## config.mk

```make
export PLATFORM = sky130hd
export DESIGN_NAME = multicycle_ctrl
export DESIGN_NICKNAME = d
export VERILOG_FILES = /design/src/rtl/arm_ctrl_pkg.sv /design/src/rtl/multicycle_ctrl_cond_check.sv /design/src/rtl/multicycle_ctrl.sv
export SDC_FILE = /design/constraint.sdc
export NUM_CORES = 1
export LEC_CHECK = 0
export ABC_AREA = 1
export CELL_PAD_IN_SITES_DETAIL_PLACEMENT = 1
export CELL_PAD_IN_SITES_GLOBAL_PLACEMENT = 1
export CORE_ASPECT_RATIO = 0.75
export CORE_MARGIN = 8
export CORE_UTILIZATION = 23
export DETAILED_ROUTE_END_ITERATION = 7
export PLACE_DENSITY_LB_ADDON = 0.3
export SLEW_MARGIN = 10
export SYNTH_ARGS = -nofsm -noshare
export SYNTH_HDL_FRONTEND = slang
export SYNTH_SLANG_ARGS = --single-unit
```

## constraint.sdc

```tcl
create_clock -name clk -period 1.5 [get_ports clk]
set_clock_uncertainty 0.2 [all_clocks]
set_input_delay 0.15 -clock clk [delete_from_list [all_inputs] [get_ports clk]]
set_output_delay 0.15 -clock clk [all_outputs]
set_load 0.005 [all_outputs]
```

## src/rtl/arm_ctrl_pkg.sv

```systemverilog
// Shared types and encodings for the multicycle ARM control unit.
package arm_ctrl_pkg;

  // Controller sequencing states
  typedef enum logic [3:0] {
    S_FETCH  = 4'd0,
    S_DECODE = 4'd1,
    S_MEMADR = 4'd2,
    S_MEMRD  = 4'd3,
    S_MEMWB  = 4'd4,
    S_MEMWR  = 4'd5,
    S_EXECR  = 4'd6,
    S_EXECI  = 4'd7,
    S_ALUWB  = 4'd8,
    S_BRANCH = 4'd9
  } state_t;

  // Instruction class, instr[27:26]
  localparam logic [1:0] OP_DP  = 2'b00;
  localparam logic [1:0] OP_MEM = 2'b01;
  localparam logic [1:0] OP_BR  = 2'b10;
  localparam logic [1:0] OP_UND = 2'b11;

  // Condition codes, instr[31:28]
  localparam logic [3:0] COND_EQ = 4'h0;
  localparam logic [3:0] COND_NE = 4'h1;
  localparam logic [3:0] COND_CS = 4'h2;
  localparam logic [3:0] COND_CC = 4'h3;
  localparam logic [3:0] COND_MI = 4'h4;
  localparam logic [3:0] COND_PL = 4'h5;
  localparam logic [3:0] COND_VS = 4'h6;
  localparam logic [3:0] COND_VC = 4'h7;
  localparam logic [3:0] COND_HI = 4'h8;
  localparam logic [3:0] COND_LS = 4'h9;
  localparam logic [3:0] COND_GE = 4'hA;
  localparam logic [3:0] COND_LT = 4'hB;
  localparam logic [3:0] COND_GT = 4'hC;
  localparam logic [3:0] COND_LE = 4'hD;
  localparam logic [3:0] COND_AL = 4'hE;

  // Data-processing command field, funct[4:1]
  localparam logic [3:0] CMD_AND = 4'b0000;
  localparam logic [3:0] CMD_SUB = 4'b0010;
  localparam logic [3:0] CMD_ADD = 4'b0100;
  localparam logic [3:0] CMD_ORR = 4'b1100;

  // ALU operation select
  localparam logic [1:0] ALU_ADD = 2'b00;
  localparam logic [1:0] ALU_SUB = 2'b01;
  localparam logic [1:0] ALU_AND = 2'b10;
  localparam logic [1:0] ALU_ORR = 2'b11;

  // Result bus source
  localparam logic [1:0] RES_ALUOUT    = 2'b00;
  localparam logic [1:0] RES_DATA      = 2'b01;
  localparam logic [1:0] RES_ALURESULT = 2'b10;

  // ALU B operand source
  localparam logic [1:0] SRCB_RD2    = 2'b00;
  localparam logic [1:0] SRCB_EXTIMM = 2'b01;
  localparam logic [1:0] SRCB_FOUR   = 2'b10;

  // Immediate extension format
  localparam logic [1:0] IMM_ROT8 = 2'b00;
  localparam logic [1:0] IMM_12   = 2'b01;
  localparam logic [1:0] IMM_24   = 2'b10;

  // Per-state control word before condition gating
  typedef struct packed {
    logic       irw;
    logic       nextpc;
    logic       regw;
    logic       memw;
    logic       branch;
    logic       aluop;
    logic       adrsrc;
    logic       alusrca;
    logic [1:0] alusrcb;
    logic [1:0] resultsrc;
  } raw_ctrl_t;

  // ALU operation from the main decoder's aluop and the cmd field.
  // Unsupported commands fall back to ADD.
  function automatic logic [1:0] alu_decode(input logic aluop, input logic [3:0] cmd);
    logic [1:0] ctl;
    ctl = ALU_ADD;
    if (aluop) begin
      case (cmd)
        CMD_ADD: ctl = ALU_ADD;
        CMD_SUB: ctl = ALU_SUB;
        CMD_AND: ctl = ALU_AND;
        CMD_ORR: ctl = ALU_ORR;
        default: ctl = ALU_ADD;
      endcase
    end
    return ctl;
  endfunction

  // Only true ADD/SUB commands produce meaningful carry and overflow
  function automatic logic cmd_is_arith(input logic [3:0] cmd);
    return (cmd == CMD_ADD) || (cmd == CMD_SUB);
  endfunction

  // Immediate format follows the instruction class; the undefined class
  // passes its op bits straight through.
  function automatic logic [1:0] imm_select(input logic [1:0] op);
    logic [1:0] sel;
    case (op)
      OP_DP:   sel = IMM_ROT8;
      OP_MEM:  sel = IMM_12;
      OP_BR:   sel = IMM_24;
      default: sel = OP_UND;
    endcase
    return sel;
  endfunction

endpackage

```

## src/rtl/multicycle_ctrl_cond_check.sv

```systemverilog
// Evaluates the instruction condition field against the stored NZCV flags.
module cond_check
  import arm_ctrl_pkg::*;
(
  input  logic [3:0] cond,
  input  logic [3:0] flags,
  output logic       condex
);

  logic n_flag;
  logic z_flag;
  logic c_flag;
  logic v_flag;

  assign {n_flag, z_flag, c_flag, v_flag} = flags;

  // Condition decode; AL and the 1111 encoding always pass
  always_comb begin
    condex = 1'b1;
    case (cond)
      COND_EQ: condex = z_flag;
      COND_NE: condex = ~z_flag;
      COND_CS: condex = c_flag;
      COND_CC: condex = ~c_flag;
      COND_MI: condex = n_flag;
      COND_PL: condex = ~n_flag;
      COND_VS: condex = v_flag;
      COND_VC: condex = ~v_flag;
      COND_HI: condex = c_flag & ~z_flag;
      COND_LS: condex = ~c_flag | z_flag;
      COND_GE: condex = (n_flag == v_flag);
      COND_LT: condex = (n_flag != v_flag);
      COND_GT: condex = ~z_flag & (n_flag == v_flag);
      COND_LE: condex = z_flag | (n_flag != v_flag);
      default: condex = 1'b1;
    endcase
  end

endmodule

```

## src/rtl/multicycle_ctrl.sv

```systemverilog
// Multicycle ARM main controller: Moore FSM sequencing fetch through
// writeback, NZCV flag register and condition gating of all writes.
module multicycle_ctrl
  import arm_ctrl_pkg::*;
(
  input  logic       clk,
  input  logic       reset,
  input  logic [3:0] cond,
  input  logic [1:0] op,
  input  logic [5:0] funct,
  input  logic [3:0] rd,
  input  logic [3:0] aluflags,
  output logic       pcwrite,
  output logic       adrsrc,
  output logic       memwrite,
  output logic       irwrite,
  output logic       regwrite,
  output logic [1:0] resultsrc,
  output logic       alusrca,
  output logic [1:0] alusrcb,
  output logic [1:0] alucontrol,
  output logic [1:0] immsrc,
  output logic [1:0] regsrc
);

  state_t     state_q;
  state_t     state_d;
  logic [3:0] flags_q;
  logic [3:0] flags_d;
  logic       condex_q;
  logic       condex;
  logic       condex_gate;
  logic       in_exec;
  logic       wr_allow;
  logic       rd_is_pc;
  raw_ctrl_t  ctrl;

  logic       i_bit;
  logic [3:0] cmd;
  logic       s_bit;

  assign i_bit = funct[5];
  assign cmd   = funct[4:1];
  assign s_bit = funct[0];

  cond_check u_cond_check (
    .cond   (cond),
    .flags  (flags_q),
    .condex (condex)
  );

  // State, flag and delayed-condition registers
  always_ff @(posedge clk) begin
    if (reset) begin
      state_q  <= S_FETCH;
      flags_q  <= 4'b0000;
      condex_q <= 1'b0;
    end else begin
      state_q  <= state_d;
      flags_q  <= flags_d;
      condex_q <= condex;
    end
  end

  // Next-state sequencing
  always_comb begin
    state_d = S_FETCH;
    case (state_q)
      S_FETCH:  state_d = S_DECODE;
      S_DECODE: begin
        case (op)
          OP_MEM:  state_d = S_MEMADR;
          OP_DP:   state_d = i_bit ? S_EXECI : S_EXECR;
          OP_BR:   state_d = S_BRANCH;
          default: state_d = S_FETCH;
        endcase
      end
      S_MEMADR: state_d = s_bit ? S_MEMRD : S_MEMWR;
      S_MEMRD:  state_d = S_MEMWB;
      S_EXECR:  state_d = S_ALUWB;
      S_EXECI:  state_d = S_ALUWB;
      S_MEMWB:  state_d = S_FETCH;
      S_MEMWR:  state_d = S_FETCH;
      S_ALUWB:  state_d = S_FETCH;
      S_BRANCH: state_d = S_FETCH;
      default:  state_d = S_FETCH;
    endcase
  end

  // Raw Moore control word for the current state
  always_comb begin
    ctrl = '0;
    case (state_q)
      S_FETCH: begin
        ctrl.irw       = 1'b1;
        ctrl.nextpc    = 1'b1;
        ctrl.adrsrc    = 1'b0;
        ctrl.alusrca   = 1'b1;
        ctrl.alusrcb   = SRCB_FOUR;
        ctrl.resultsrc = RES_ALURESULT;
        ctrl.aluop     = 1'b0;
      end
      S_DECODE: begin
        ctrl.alusrca   = 1'b1;
        ctrl.alusrcb   = SRCB_FOUR;
        ctrl.resultsrc = RES_ALURESULT;
      end
      S_MEMADR: begin
        ctrl.alusrca = 1'b0;
        ctrl.alusrcb = SRCB_EXTIMM;
        ctrl.aluop   = 1'b0;
      end
      S_MEMRD: begin
        ctrl.adrsrc = 1'b1;
      end
      S_MEMWB: begin
        ctrl.resultsrc = RES_DATA;
        ctrl.regw      = 1'b1;
      end
      S_MEMWR: begin
        ctrl.adrsrc = 1'b1;
        ctrl.memw   = 1'b1;
      end
      S_EXECR: begin
        ctrl.alusrcb = SRCB_RD2;
        ctrl.aluop   = 1'b1;
      end
      S_EXECI: begin
        ctrl.alusrcb = SRCB_EXTIMM;
        ctrl.aluop   = 1'b1;
      end
      S_ALUWB: begin
        ctrl.resultsrc = RES_ALUOUT;
        ctrl.regw      = 1'b1;
      end
      S_BRANCH: begin
        ctrl.alusrca   = 1'b0;
        ctrl.alusrcb   = SRCB_EXTIMM;
        ctrl.resultsrc = RES_ALURESULT;
        ctrl.branch    = 1'b1;
      end
      default: ctrl = '0;
    endcase
  end

  assign in_exec = (state_q == S_EXECR) || (state_q == S_EXECI);

  // Flag update: NZ on any S-suffixed executed instruction, CV only
  // when the command is a real ADD or SUB.
  always_comb begin
    flags_d = flags_q;
    if (in_exec && s_bit && condex) begin
      flags_d[3:2] = aluflags[3:2];
      if (cmd_is_arith(cmd)) begin
        flags_d[1:0] = aluflags[1:0];
      end
    end
  end

  // ALUWB follows the flag-setting EXEC cycle, so it must see the condition
  // as evaluated before that update; everywhere else flags are stable.
  assign condex_gate = (state_q == S_ALUWB) ? condex_q : condex;

  // Write strobes are held off for the whole time reset is asserted
  assign wr_allow = ~reset;
  assign rd_is_pc = (rd == 4'hF);

  // Gated strobes and pass-through datapath selects
  always_comb begin
    pcwrite    = wr_allow & (ctrl.nextpc
                             | (ctrl.branch & condex_gate)
                             | (ctrl.regw & condex_gate & rd_is_pc));
    regwrite   = wr_allow & ctrl.regw & condex_gate;
    memwrite   = wr_allow & ctrl.memw & condex_gate;
    irwrite    = wr_allow & ctrl.irw;
    adrsrc     = ctrl.adrsrc;
    resultsrc  = ctrl.resultsrc;
    alusrca    = ctrl.alusrca;
    alusrcb    = ctrl.alusrcb;
    alucontrol = alu_decode(ctrl.aluop, cmd);
    immsrc     = imm_select(op);
    regsrc     = {(op == OP_MEM), (op == OP_BR)};
  end

endmodule
```

==> Word-level counts from Yosys, hierarchy flattened <==
Index checks and enable logic that the tools add are counted.
{ "classes": {"eq_ne": 30, "n_mux": 18, "n_bitwise": 20, "n_reduce_logical": 15} }
{ "ops": {"columns": ["operator", "n"], "rows": [
  ["$eq A4 B4 Y1 const B", 10],
  ["$eq A4 B3 Y1 const B", 9],
  ["$eq A4 B2 Y1 const B", 5],
  ["$pmux W4 S5", 1],
  ["$pmux W1 S14", 1],
  ["$logic_not A4 Y1", 3],
  ["$pmux W2 S3", 2],
  ["$pmux W4 S3", 1],
  ["$and A1 B1 Y1", 11],
  ["$eq A4 B1 Y1 const B", 2],
  ["$mux W1", 8],
  ["$pmux W2 S2", 2],
  ["$reduce_or A2 Y1", 4],
  ["$reduce_or A3 Y1", 2],
  ["$not A1 Y1", 5],
  ["$mux W2", 2],
  ["$or A1 B1 Y1", 4],
  ["$mux W3", 1],
  ["$eq A2 B1 Y1 const B", 1],
  ["$eq A2 B2 Y1 const B", 1],
  ["$logic_and A1 B1 Y1", 2],
  ["$logic_not A2 Y1", 1],
  ["$logic_or A1 B1 Y1", 2],
  ["$reduce_and A2 Y1", 1],
  ["other kinds (2)", 2]
]} }
{ "word_totals": {"register_bits": 9, "in_bits": 22, "out_inout_bits": 16, "wordCells": 87} }

==> Depth between registers and ports, before layout <==
Gate-level depths: netlist (run 1).
{ "depth": {"ltp_word": 8, "mapped_depth": 12, "depth_no_buf": 12} }

==> By module <==
Synthesis (run 1) repeated with hierarchy kept, for this count alone.
{ "hier_totals": {"cells_unflattened": 152, "area_unflattened_um2": 835.8} }
{ "by_module_without_submodules": {"columns": ["mod", "instances", "cells_per_inst", "area_per_inst_um2", "seq_area_each_um2"], "rows": [
  ["multicycle_ctrl", 1, 102, 630.6, 180.2],
  ["cond_check", 1, 50, 205.2, 0.0]
]} }

==> Worst setup path before layout (run 1) <==
No wires, ideal clock.
{ "synth_timing": {"kind": "flip-flop to output port", "start": "register state_q[1]", "end": "output pcwrite", "t_arrival_ps": 1183, "t_required_ps": 1150, "path_slack_ps": -33, "path_stages_with_launch": 9, "path_buffers": 1, "path_cell_list": "dfxtp_1 buf_2 inv_2 nand2_1 nor3_1 inv_1 or2_1 nand4_1 nand3_1"} }
{ "synth_between": {"elab_chain_cells": 7, "elab_cells_between_ends": 15, "cone_classes": "3 x eq/ne; 4 x mux; 6 x bitwise; 2 x reduce/logical"} }
{ "synth_rtl": {"columns": ["element", "line_no", "rtl"], "rows": [
  ["from (decl)", "multicycle_ctrl.sv:26", "state_t state_q;"],
  ["from (signal assigned)", "multicycle_ctrl.sv:59", "state_q <= state_d;"],
  ["$eq A4 B4 Y1 / $eq A4 B3 Y1 (equally long branches)", "multicycle_ctrl.sv:93, multicycle_ctrl.sv:162", null],
  ["$reduce_or A2 Y1 (no line)", null, null],
  ["$mux W1", "multicycle_ctrl.sv:93", "case (state_q)"],
  ["$and A1 B1 Y1 (2 in a row)", "multicycle_ctrl.sv:172", "| (ctrl.regw & condex_gate & rd_is_pc));"],
  ["$or A1 B1 Y1 *", "multicycle_ctrl.sv:172", null],
  ["$and A1 B1 Y1 *", "multicycle_ctrl.sv:170", "pcwrite = wr_allow & (ctrl.nextpc"],
  ["to (decl)", "multicycle_ctrl.sv:13", "output logic pcwrite,"]
]} }
Every way passes the cells marked *; elsewhere a longest branch is shown, timed or not.

==> Worst setup path after layout (run 1) <==
{ "layout_timing": {"start": "register state_q[0]", "end": "output pcwrite"} }
The elaborated chain is that of the path after synthesis.

==> impl_summary.log, run 1 <==
INFO  metric status = finished with violations
INFO  metric violations = negative setup slack
INFO  metric setup_repair_after_global_routing_missed_its_margin = yes
INFO  metric synth_fa_ha_area_share = 0%
INFO  metric number_of_placement_rows = 19
INFO  metric grt_remaining_overflow = 0
INFO  metric ys.warnings.count = 0
INFO  metric cp_max_fo = 3
INFO  metric synth_area = 830 µm²
INFO  metric fp.coreArea = 0.00357 mm²
INFO  metric layout.cells.most_common = sky130_fd_sc_hd__buf_4
INFO  metric dp_hpwl = 3080 µm
INFO  metric mapped_nets = 175
INFO  metric die_height = 68.0 µm
INFO  metric cts-root-to-sink-buffers = 2
INFO  metric layout_cell_share_with_drive_strength_beyond_1 = 63.5%
INFO  metric worstSkewPairLatency = 0.25 ns
INFO  metric main_combinational_cell_family_by_area_after_synthesis = simple AND/OR/NAND/NOR gates
INFO  metric worstMarginPinSlew = 0.372 ns
INFO  metric synth.avg_cell_area = 5.42 µm²
INFO  metric numClockSinks = 9
INFO  metric htree_levels = 1
INFO  metric finish.cell_count_without_fillers = 291
INFO  metric number_of_hold_buffers_added_after_cts = 0
INFO  metric timing_hold_violations_final = 0
INFO  metric design.die.area = 0.00580 mm²
INFO  metric layout_setup_ws = -0.464 ns
INFO  metric yosysSeqAreaShare = 21.7%
INFO  metric drtPass1Iterations = 4
INFO  metric number_of_antenna_violations_at_the_first_check_in_global_routing = 0
INFO  metric dr_vias_cell = 4.88
INFO  metric timing.max_slew.rel_slack = 75.1%
INFO  metric fmaxAchievable = 509 MHz
INFO  metric synth_simple_gate_area_share = 54.1%
INFO  metric wl_per_cell = 18.5 µm
INFO  metric worstSetupStartpointType = register
INFO  metric worstSetupEndpointType = output port
INFO  metric grt_pass1_vias = 1,521
INFO  metric synth_cells = 153
INFO  metric cts_tree = built
INFO  metric nNetsFinal = 272
INFO  metric numPortBuffers = 37
INFO  metric yosys-mux-area-fraction = 0%
INFO  metric synth_compound_gate_area_share = 10.4%
INFO  metric postSynthRegisterBits = 9
INFO  metric vdd_ir_drop_max = 0.342 mV
INFO  metric areaGrowthSynthToFinish = 148%
INFO  metric cap_violations = 0
INFO  metric yosysUniqueCellTypes = 24
INFO  metric ioPinCount = 38
INFO  metric grt_max_degree = 8
INFO  metric dpl.cell_count = 261
INFO  metric report.power.total = 1.12 mW
INFO  metric period_minus_slack = 1.96 ns
INFO  metric detail_route.iter0.violations = 86
INFO  metric critPathRequiredTime = 1.15 ns
INFO  metric number_of_diodes = 0
INFO  metric timing_max_transition_violations_final = 0
INFO  metric start_util = 23.3%
INFO  metric clock_tree_root = sky130_fd_sc_hd__clkbuf_8
INFO  metric drt-total-wl = 5390 µm
INFO  metric cellPowerDensity = 545 mW/mm²
INFO  metric power.static_leakage = 0.954 nW
INFO  metric die_width = 85.3 µm
INFO  metric most-common-layout-cells = sky130_fd_sc_hd__buf_4, sky130_fd_sc_hd__nand2_1, sky130_fd_sc_hd__buf_6
INFO  metric via_count = 1,421
INFO  metric gp_congestion = 0.840
INFO  metric synth_xor_xnor_area_share = 0%
INFO  metric timing.critical_path.arrival = 1.61 ns
INFO  metric clk_transition_reported_paths = 0.06 ns
INFO  metric critPathKind = register to output port
INFO  metric grt_util_all_layers = 17.0%
INFO  metric worst_min_delay_path_class = primary input to register
INFO  metric setup-violations-final = 19
INFO  metric drc_errors = 0
INFO  metric final_min_period_over_clock_period = 131%
INFO  metric num_cts_buffers = 3
INFO  metric setup_tns = -4.95 ns
INFO  metric grt_first_pass_wirelength = 7770 µm
INFO  metric final_antenna_net_count = 0
final timing paths:
kind              slack, ns  startpoint    endpoint  cells after the start
setup / recovery      -0.46  state_q[0]     pcwrite                     10
hold / removal         0.28       op[0]  state_q[3]                      5
setup reg to reg      -0.34  state_q[2]  flags_q[1]                     12
hold reg to reg        0.36  flags_q[2]  flags_q[2]                      2
cell type report:
type / count / area (µm²)
tap: 42 / 52.6
clock buffer: 4 / 45.0
inverter: 26 / 110
multi-input combinational: 114 / 830
fill: 455 / 1510
sequential: 9 / 208
timing repair buffer: 96 / 815
cells by family after synthesis:
kind of cell | Yosys count
flops | 9
buf+inv | 30
simple gates | 99
compound gates | 15
through the flow:
step | instance area (µm²) | hold slack (ns) | util [%] | worst slack [ns]
after floorplan | 835 | 0.0849 | - | 0.0151
after global placement | 1490 | 0.297 | 41.8 | -0.985
after detailed placement | 1490 | 0.293 | 41.8 | -1.06
after CTS | 1790 | 0.304 | 50.3 | -0.378
after global routing | 2060 | 0.297 | 57.8 | -0.532
final | 2060 | 0.282 | 57.8 | -0.464
layer usage:
metal,vias up,track usage (%),wire length (µm)
met5,-,0,0
met3,8,2.28,194
met4,0,7.61,102
met1,701,19.6,2390
li1,672,-,-
met2,40,31.4,2700
report_power, final:
group | internal (mW) | switching (mW) | leakage, nW
logic | 0.283 | 0.266 | 0.853
registers | 0.242 | 0.0138 | 0.0790
clock network | 0.188 | 0.131 | 0.0228
cell usage after synthesis (all sizes together):
cell type / count / area share, %
nand3: 15 / 10
o211ai: 1 / 0.91
dfxtp: 9 / 22
a21oi: 10 / 6.0
nor2: 33 / 16
clkbuf: 3 / 1.4
nand2: 40 / 20
nand3b: 1 / 0.91
o21ai: 1 / 0.60
a211oi: 1 / 0.91
a22oi: 1 / 0.91
o221ai: 1 / 1.1
or2: 3 / 2.3
buf: 1 / 0.60
inv: 26 / 12
nand4: 3 / 2.3
nor3: 4 / 2.4
flip-flops by register name, summed over array words and instances, names as in the netlist:
| register | count |
|---|---|
| flags_q | 4 |
| state_q | 4 |
| condex_q | 1 |
critical path, cell delays in order, from the launching register on:
cell	delay [ns]
sky130_fd_sc_hd__dfxtp_4	0.36
sky130_fd_sc_hd__inv_4	0.09
sky130_fd_sc_hd__nand2_4	0.07
sky130_fd_sc_hd__buf_4	0.13
sky130_fd_sc_hd__buf_6	0.10
sky130_fd_sc_hd__buf_4	0.13
sky130_fd_sc_hd__nor2_4	0.09
sky130_fd_sc_hd__nand2_2	0.08
sky130_fd_sc_hd__buf_4	0.13
sky130_fd_sc_hd__nand3_1	0.07
sky130_fd_sc_hd__buf_2	0.12
what timing repair did:
action	4_1_cts	5_1_grt
setup buffers	17	13
gates resized for setup	130	57
pin swaps	23	30
setup endpoints to repair	24	21
cloned	0	0
Power figures use the tool's default switching activity.
==> run 2: changes to the inputs <==
- CTS_CLUSTER_DIAMETER: not set -> 120
- SYNTH_HIERARCHICAL: not set -> 1
==> run 2 against run 1 <==
Compared with the run above: the run still ends with negative setup slack left; area after synthesis grew 0.75%; flip-flop and latch count is the same; combinational power shrank 32%; sequential power grew 2%; final area shrank 18%; wire length shrank 23%; clock power shrank 9.4%; non-clock buffer count shrank 23; synthesized cell count shrank 0.65%; worst hold slack lost 0.086 ns; largest cell class unchanged; largest power group unchanged.
==> impl_summary.log, run 2 <==
INFO  metric critical_path.endpoint = pcwrite
INFO  metric timing_hold_violations_final = 0
INFO  metric grt_max_degree = 8
INFO  metric dr_vias_cell = 4.73
INFO  metric critPathRequiredTime = 1.15 ns
INFO  metric drc_errors = 0
INFO  metric multi_input_comb_area = 694 µm²
INFO  metric status = finished with violations
INFO  metric timing_max_transition_violations_final = 0
INFO  metric post_dp_cell_area = 0.00144 mm²
INFO  metric worstSetupEndpointType = output port
INFO  metric final_antenna_net_count = 0
INFO  metric synth_cells = 152
INFO  metric period_minus_slack = 2.06 ns
INFO  metric design_area = 0.00169 mm²
INFO  metric die_width = 85.6 µm
INFO  metric synth_simple_gate_area_share = 51.5%
INFO  metric synth_fa_ha_area_share = 0%
INFO  metric worst_reg_to_reg_path_cell_count = 15
INFO  metric number_of_antenna_violations_at_the_first_check_in_global_routing = 0
INFO  metric post-synth-top-area-cell = sky130_fd_sc_hd__dfxtp_1
INFO  metric grt_first_pass_wirelength = 6070 µm
INFO  metric via_count = 1,263
INFO  metric fp.coreArea = 0.00357 mm²
INFO  metric cts_tree = built
INFO  metric synth-main-ff-cell = sky130_fd_sc_hd__dfxtp_1
INFO  metric main_combinational_cell_family_by_area_after_synthesis = simple AND/OR/NAND/NOR gates
INFO  metric wl_per_cell = 15.5 µm
INFO  metric number_of_placement_rows = 19
INFO  metric power_frac_clock = 31.2%
INFO  metric grt_remaining_overflow = 0
INFO  metric fmaxAchievable = 485 MHz
INFO  metric mapped_nets = 174
INFO  metric synth_top_area_share = 21.6%
INFO  metric layout_cell_share_with_drive_strength_beyond_1 = 48.0%
INFO  metric clock_tree_root = sky130_fd_sc_hd__clkbuf_8
INFO  metric drt-total-wl = 4140 µm
INFO  metric dp_hpwl = 3060 µm
INFO  metric r2r_startpoint = flags_q[0]
INFO  metric synth_xor_xnor_area_share = 0%
INFO  metric largestRegisters = flags_q (4), state_q (4), condex_q (1)
INFO  metric layout_setup_ws = -0.564 ns
INFO  metric final_min_period_over_clock_period = 138%
INFO  metric areaGrowthSynthToFinish = 102%
INFO  metric dpl.cell_count = 253
INFO  metric swShare = 32.5%
INFO  metric wl_met3 = 151 µm
INFO  metric synth_area = 836 µm²
INFO  metric synth_top_cells_by_count = sky130_fd_sc_hd__nand2_1, sky130_fd_sc_hd__nor2_1, sky130_fd_sc_hd__inv_1, sky130_fd_sc_hd__nand3_1
INFO  metric ys.warnings.count = 6
INFO  metric synth_compound_gate_area_share = 12.6%
INFO  metric detail_route.iter0.violations = 61
INFO  metric ioPinCount = 38
INFO  metric critPathLaunch = flags_q[0]
INFO  metric cellPowerDensity = 548 mW/mm²
INFO  metric postSynthRegisterBits = 9
INFO  metric timing.critical_path.arrival = 1.71 ns
INFO  metric rrSetupSlack = -0.47 ns
INFO  metric wl_met2 = 2240 µm
INFO  metric numClockSinks = 9
INFO  metric most-common-layout-cells = sky130_fd_sc_hd__buf_4, sky130_fd_sc_hd__nand2_1, sky130_fd_sc_hd__nor2_1
INFO  metric numPortBuffers = 37
INFO  metric asyncSetResetFlopFracSynth = 0%
INFO  metric pwr-share-seq = 28.2%
INFO  metric worst_min_delay_path_class = primary input to register
INFO  metric setup_tns = -3.35 ns
INFO  metric cp_max_fo = 5
INFO  metric maxUsedRoutingLayer = met4
INFO  metric crit_reg_reg_endpoint = flags_q[0]
INFO  metric gp_congestion = 0.833
INFO  metric worstSkewPairLatency = 0.23 ns
INFO  metric synth.avg_cell_area = 5.50 µm²
INFO  metric number_of_hold_buffers_added_after_cts = 0
INFO  metric critPathKind = register to output port
INFO  metric grt_util_all_layers = 13.1%
INFO  metric finish.cell_count_without_fillers = 267
INFO  metric synthMostInstantiatedCell = sky130_fd_sc_hd__nand2_1
INFO  metric layout.area.seq = 200 µm²
INFO  metric yosysUniqueCellTypes = 22
INFO  metric nNetsFinal = 248
INFO  metric power.static_leakage = 0.822 nW
INFO  metric grt_pass1_vias = 1,303
INFO  metric yosys-mux-area-fraction = 0%
INFO  metric cts-root-to-sink-buffers = 2
INFO  metric synth_enable_flop_cells = 0
INFO  metric htree_levels = 1
INFO  metric timing.max_slew.rel_slack = 82.1%
INFO  metric clk_transition_reported_paths = 0.05 ns
INFO  metric yosysSeqAreaShare = 21.6%
INFO  metric wl_met1 = 1680 µm
INFO  metric final.fill_count = 477
INFO  metric setup-violations-final = 10
INFO  metric synthTopCellsByArea = sky130_fd_sc_hd__dfxtp_1, sky130_fd_sc_hd__nand2_1, sky130_fd_sc_hd__nor2_1
INFO  metric internal_power = 0.624 mW
INFO  metric setup_repair_after_global_routing_missed_its_margin = yes
INFO  metric drtPass1Iterations = 4
INFO  metric worstSetupStartpointType = register
INFO  metric net-switching-power = 0.300 mW
INFO  metric cap_violations = 0
INFO  metric report.power.total = 0.924 mW
INFO  metric violations = negative setup slack
INFO  metric number_of_diodes = 0
INFO  metric comb_power_share = 40.6%
INFO  metric die_height = 68.2 µm
INFO  metric worstMarginPinSlew = 0.269 ns
INFO  metric num_cts_buffers = 3
INFO  metric start_util = 23.4%
INFO  metric design.die.area = 0.00584 mm²
INFO  metric layout.cells.most_common = sky130_fd_sc_hd__buf_4
INFO  metric vdd_ir_drop_max = 0.260 mV
## run 2: worst max-delay path, stage by stage, from the launching register on
cell	delay, ns
sky130_fd_sc_hd__dfxtp_4	0.38
sky130_fd_sc_hd__inv_2	0.07
sky130_fd_sc_hd__nand2_2	0.07
sky130_fd_sc_hd__nand3_2	0.08
sky130_fd_sc_hd__nand3_2	0.09
sky130_fd_sc_hd__nand2_1	0.05
sky130_fd_sc_hd__nor2_1	0.09
sky130_fd_sc_hd__nand2_1	0.11
sky130_fd_sc_hd__inv_1	0.10
sky130_fd_sc_hd__nand2_1	0.08
sky130_fd_sc_hd__nand3_1	0.08
sky130_fd_sc_hd__nand3_1	0.07
sky130_fd_sc_hd__nand2_1	0.06
sky130_fd_sc_hd__inv_1	0.03
sky130_fd_sc_hd__buf_2	0.11
## run 2: cell families after synthesis
| family | Yosys count |
|---|---|
| simple gates | 96 |
| buf+inv | 28 |
| compound gates | 19 |
| flops | 9 |
## run 2: area by class of cell
class | count | share of cell area (%)
multi-input combinational | 115 | 41.1
timing repair buffer | 73 | 35.5
tap | 42 | 3.11
sequential | 9 | 11.9
clock buffer | 4 | 2.67
inverter | 24 | 5.71
## run 2: worst min path at each step
| stage | startpoint | to | slack, ns | depth (start not counted) |
|---|---|---|---|---|
| 2_1_floorplan | aluflags[1] | flags_q[1] | 0.08 | 2 |
| 3_3_place_gp | flags_q[0] | flags_q[0] | 0.32 | 2 |
| 3_5_place_dp | flags_q[0] | flags_q[0] | 0.34 | 2 |
| 4_1_cts | aluflags[2] | flags_q[2] | 0.30 | 3 |
| 5_1_grt | op[1] | state_q[0] | 0.23 | 3 |
| 6_report | op[1] | state_q[0] | 0.20 | 3 |
## run 2: routing by layer
layer / vias to the layer above / GRT usage (%)
met5: - / 0
met2: 28 / 26.1
met1: 603 / 14.1
met4: 0 / 4.57
li1: 625 / -
met3: 7 / 1.92
## run 2: power by group through the flow
stage	clock, mW	sequential (mW)	combinational, mW
6_report	0.289	0.260	0.375
5_1_grt	0.310	0.262	0.407
4_1_cts	0.293	0.259	0.353
3_5_place_dp	0	0.264	0.336
3_3_place_gp	0	0.264	0.322
2_1_floorplan	0	0.263	0.123
## run 2: repair_timing
action                                  4_1_cts  5_1_grt
pin swaps                                    26       14
gates resized for setup                      94       26
endpoints found under the setup margin       22       18
gates cloned                                  0        0
buffers inserted                             10        3
## run 2: stage by stage
stage / setup WS [ns] / util [%] / hold slack (ns)
after global routing: -0.728 / 47.3 / 0.230
after global placement: -1.04 / 40.3 / 0.317
after detailed placement: -1.07 / 40.3 / 0.337
final: -0.564 / 47.3 / 0.196
after CTS: -0.498 / 44.8 / 0.303
after floorplan: -0.0161 / - / 0.0833
